$ cat src/rtl/sha_host.sv
// Host-side driver for a sha core: gathers an Nl-byte message, starts the core, streams the digest.
// Optional WAIT timeout enabled by defining SHA_HOST_TIMEOUT_EN.
module sha_host #(
  parameter int unsigned Nl      = 3,
  parameter int unsigned Nk      = 256,
  parameter int unsigned TIMEOUT = 4096
) (
  input  logic          clk,
  input  logic          rst,
  input  logic [7:0]    In_Data,
  input  logic          In_Valid,
  output logic          In_Ready,
  output logic [7:0]    Sha_Data [0:Nl-1],
  output logic          Sha_Enable,
  input  logic [Nk-1:0] Sha_Hash,
  input  logic          Sha_Ready,
  output logic [7:0]    Out_Data,
  output logic          Out_Valid,
  input  logic          Out_Ready,
  output logic          Out_Last,
  output logic          Busy,
  output logic          Error
);

  localparam int unsigned NumBytes = Nk / 8;
  localparam int unsigned WcntW    = (Nl > 1) ? $clog2(Nl) : 1;
  localparam int unsigned RcntW    = (NumBytes > 1) ? $clog2(NumBytes) : 1;

  typedef enum logic [1:0] {StLoad, StStart, StWait, StSend} state_e;

  state_e           state_q, state_d;
  logic [WcntW-1:0] wcnt_q, wcnt_d;
  logic [RcntW-1:0] rcnt_q, rcnt_d;
  logic [Nk-1:0]    digest_q, digest_d;
  logic [7:0]       data_q [0:Nl-1];
  logic             in_xfer;
  logic             timeout;

  assign in_xfer  = In_Valid && In_Ready;
  assign Sha_Data = data_q;
  assign Busy     = (state_q != StLoad);
  assign Out_Data = digest_q[Nk-1 -: 8];
  assign Out_Last = (state_q == StSend) && (rcnt_q == RcntW'(NumBytes - 1));

  always_ff @(posedge clk or posedge rst) begin
    if (rst) begin
      state_q  <= StLoad;
      wcnt_q   <= '0;
      rcnt_q   <= '0;
      digest_q <= '0;
    end else begin
      state_q  <= state_d;
      wcnt_q   <= wcnt_d;
      rcnt_q   <= rcnt_d;
      digest_q <= digest_d;
    end
  end

  // Message array only moves on accepted bytes, so it is stable for the core from START onward.
  always_ff @(posedge clk or posedge rst) begin
    if (rst) begin
      for (int i = 0; i < int'(Nl); i++) begin
        data_q[i] <= '0;
      end
    end else if (in_xfer) begin
      data_q[wcnt_q] <= In_Data;
    end
  end

  always_comb begin
    state_d    = state_q;
    wcnt_d     = wcnt_q;
    rcnt_d     = rcnt_q;
    digest_d   = digest_q;
    In_Ready   = 1'b0;
    Sha_Enable = 1'b0;
    Out_Valid  = 1'b0;
    unique case (state_q)
      StLoad: begin
        In_Ready = 1'b1;
        if (In_Valid) begin
          if (wcnt_q == WcntW'(Nl - 1)) begin
            wcnt_d  = '0;
            state_d = StStart;
          end else begin
            wcnt_d = wcnt_q + 1'b1;
          end
        end
      end
      StStart: begin
        Sha_Enable = 1'b1;
        state_d    = StWait;
      end
      StWait: begin
        if (Sha_Ready) begin
          digest_d = Sha_Hash;
          rcnt_d   = '0;
          state_d  = StSend;
        end else if (timeout) begin
          state_d = StLoad;
        end
      end
      StSend: begin
        Out_Valid = 1'b1;
        if (Out_Ready) begin
          // Shifting MSB-first leaves the register zeroed once the last byte leaves.
          digest_d = digest_q << 8;
          if (Out_Last) begin
            rcnt_d  = '0;
            state_d = StLoad;
          end else begin
            rcnt_d = rcnt_q + 1'b1;
          end
        end
      end
      default: state_d = StLoad;
    endcase
  end

`ifdef SHA_HOST_TIMEOUT_EN
  localparam int unsigned TcntW = $clog2(TIMEOUT + 1);

  logic [TcntW-1:0] tcnt_q;
  logic             error_q;

  assign timeout = (state_q == StWait) && !Sha_Ready && (tcnt_q == TcntW'(TIMEOUT - 1));
  assign Error   = error_q;

  always_ff @(posedge clk or posedge rst) begin
    if (rst) begin
      tcnt_q  <= '0;
      error_q <= 1'b0;
    end else begin
      tcnt_q <= (state_q == StWait) ? tcnt_q + 1'b1 : '0;
      if (timeout) begin
        error_q <= 1'b1;
      end else if (in_xfer) begin
        error_q <= 1'b0;
      end
    end
  end
`else
  assign timeout = 1'b0;
  assign Error   = 1'b0;
`endif

endmodule

$ cat config.mk
export PLATFORM = sky130hd
export DESIGN_NAME = sha_host
export DESIGN_NICKNAME = d
export VERILOG_FILES = /design/src/rtl/sha_host.sv
export SDC_FILE = /design/constraint.sdc
export NUM_CORES = 1
export LEC_CHECK = 0
export BUFFER_PORTS_ARGS = -buffer_cell sky130_fd_sc_hd__buf_2
export CAP_MARGIN = 10
export CORE_UTILIZATION = 59
export CTS_BUF_LIST = sky130_fd_sc_hd__clkbuf_16
export DETAILED_ROUTE_END_ITERATION = 6
export GPL_TIMING_DRIVEN = 0
export PLACE_DENSITY_LB_ADDON = 0.15
export RECOVER_POWER = 100
export SLEW_MARGIN = 20
export SYNTH_ARGS = -nofsm -noshare
export SYNTH_HDL_FRONTEND = slang
export SYNTH_SLANG_ARGS = --single-unit
$ cat constraint.sdc
create_clock -name clk -period 21.4 [get_ports clk]
set_input_delay 2.14 -clock clk [delete_from_list [all_inputs] [get_ports clk]]
set_output_delay 2.14 -clock clk [all_outputs]
set_load 0.05 [all_outputs]
==> impl_metrics.toml <==
[placement]
placed_area_um2 = 15460
io_buffers = 305
hpwl_mm = 25.27
gp_congestion = 0.8377
pre_cts_ws_ns = 17.29

[clock_network]
path_clk_slew_ns = 0.06
cts_setup_buffers = 0
cts-root-buf = "clkbuf_16"
clk_latency_ns = 0.55
cts_buffers = 30
h-tree-depth = 1
cts_buffer_depth = 3
cts_sinks = 289
cts_resized = 0
cts_tree = "yes"
cts_hold_buffers = 0

[sta]
fmax_ghz = 0.1062
fin_ws_ns = 11.98
setup_viol = 0
fin_worst_skew_ns = 0.01248
final.period_utilization_pct = 44.00
period_needed_ns = 9.417
tns_ns = 0
rsz0062_at_grt = "false"
timing_hold_violations_final = 0
worstMarginPinSlew_ns = 5.025
max-slew-margin-rel_pct = -235.0
slew_violations = 296

[critical_path]
start_kind = "input pin"
r2r_cells = 7
crit_path_end_kind = "async pin"
crit_type = "input pin to async pin"
worstPathArrival_ns = 9.20
path_max_fanout = 74
cp.required_ns = 21.18

[floorplanning]
die_area_um2 = 23480
fp.dieW_um = 153.2
rows = 54
start_util_pct = 61.08
coreArea_um2 = 22090
ios = 307
die-height_um = 153.2

[synth]
synth_area_per_cell_um2 = 10.80
yosysTopAreaCellShare_pct = 53.59
synth_largest_area_cell = "dfrtp_1"
synth_edf_count = 0
synthTopCellsByCount = "476 x o21ai_0, 289 x dfrtp_1, 249 x mux2i_1"
synthMostInstantiatedCell = "o21ai_0"
synth_area_um2 = 13500
syn-num-nets = 1525
syn-instance-count = 1250
ys_ff_latch = 289
ys_types = 32
synth_seq_area_share_pct = 53.59
synth_ff_type = "dfrtp_1"
synthTopCellsByArea = "dfrtp_1 54%, mux2i_1 18%, o21ai_0 18%, mux2_2 2.2%, clkbuf_1 2.1%"
synthArstFlopShare_pct = 100.0
ys_warn_count = 0

[grt]
grt_pass1_wl_mm = 56.96
grt-ovfl-total = 0
track_usage_pct = 30.15
grt_max_degree = 95
grt_pass1_vias = 11250
antenna_found_initial = 4

[final_layout]
syn2layout_area_growth_pct = 21.21
stdcell_area_um2 = 16360
fin_nets = 1865
layout-drive-gt1-share_pct = 23.19

[status]
status = "complete, but fails checks"
violations = "max-capacitance violations, max-slew violations"

[routing]
avgViaCountPerCell = 5.934
wl_mm = 35.44
dr.pass1.iters = 5
detail-route-antenna-nets = 0
route.detailed.drc = 0
wl_per_cell_um = 18.69
drt_iter0_drc = 597
num_vias = 11250

[min_path]
hold-path-cell-count = 1
hold_class = "flop to flop"

[job]
max-cap-violations = 4

[power]
leakage_nw = 7.325
p_per_area_nw_per_um2 = 158.0
vdd_drop_max_mv = 0.1291
[placed cells by master (no fill, tap or decap), drive strengths merged, types with 2 or more instances in the layout]
master,Yosys,final
clkbuf,78,157
nand2b,2,2
nand2,6,6
dfrtp,289,289
mux2i,249,249
diode,0,3
o21ai,500,500
and3,9,9
ha,6,6
bufinv,0,6
nand3b,2,2
a31oi,3,3
buf,45,305
inv,7,10
mux2,26,26
nor2b,3,3
nand4b,2,2
clkinv,0,14
nor2,2,2
a21o,9,9
[report_power, final]
part	internal [mW]	switching (mW)	total [mW]	leakage (nW)
Combinational	0.392	0.697	1.09	3.19
Sequential	0.813	0.135	0.948	3.61
Clock	0.332	0.216	0.547	0.522
[kinds of logic (layout without fill, tap and decap cells)]
family	Yosys count	count (layout)	synth area share [%]
multiplexers	275	275	20.64
AND/OR/NAND/NOR	31	31	1.391
other	1	4	0.02779
AO/OA/AOI/OAI	518	518	19.53
adder cells (fa/ha/maj)	6	6	0.5563
flip-flops	289	289	53.59
buffers and inverters	130	493	4.265
[metrics by stage]
step	cells	total power, mW	hold slack [ns]	util (%)
after floorplan	1250	1.744	0.4489	-
after global placement	1835	2.003	0.4657	69.58
after detailed placement	1838	2.051	0.4728	69.99
after CTS	1893	2.606	0.4867	74.65
after global routing	1896	2.752	0.5061	74.04
final	1896	2.584	0.4864	74.04
[worst paths after layout]
check | slack [ns] | endpoint | start
max in group clk | 16.41 | Out_Last | state_q[0]$_DFFE_PP0P_
worst min-delay path | 0.49 | digest_q[6]$_DFFE_PP0P_ | digest_q[6]$_DFFE_PP0P_
worst min register to register | 0.49 | digest_q[6]$_DFFE_PP0P_ | digest_q[6]$_DFFE_PP0P_
worst max-delay path | 11.98 | digest_q[229]$_DFFE_PP0P_ | rst
min in group asynchronous | 2.19 | digest_q[120]$_DFFE_PP0P_ | rst
worst max register to register | 18.83 | digest_q[170]$_DFFE_PP0P_ | state_q[0]$_DFFE_PP0P_
[critical path, cell delays in order]
cell        delay (ns)
buf_2             0.10
clkinvlp_2        1.27
clkbuf_1          2.76
clkbuf_1          2.85
[registers in the layout, summed over array words and instances (netlist names)]
| register | cells |
|---|---|
| rcnt_q | 5 |
| state_q | 2 |
| wcnt_q | 2 |
| Sha_Data | 24 |
| digest_q | 256 |
[layout make-up]
class | count | area, um2
sequential | 289 | 7232
fill | 1651 | 5736
multi-input combinational | 831 | 5683
timing repair buffer | 308 | 1489
clock buffer | 31 | 775.7
buffer | 123 | 539.3
tap | 280 | 350.3
clock inverter | 24 | 254.0
inverter | 7 | 27.53
antenna | 3 | 7.507
[metal layers]
layer / GRT usage, % / routed length (um) / up-vias
met1: 41.71 / 15290 / 5540
met3: 5.245 / 2445 / 84
met5: 0 / 8 / -
met4: 9.716 / 1032 / 2
met2: 48.55 / 16660 / 418
li1: - / - / 5207
Power figures use the tool's default switching activity.
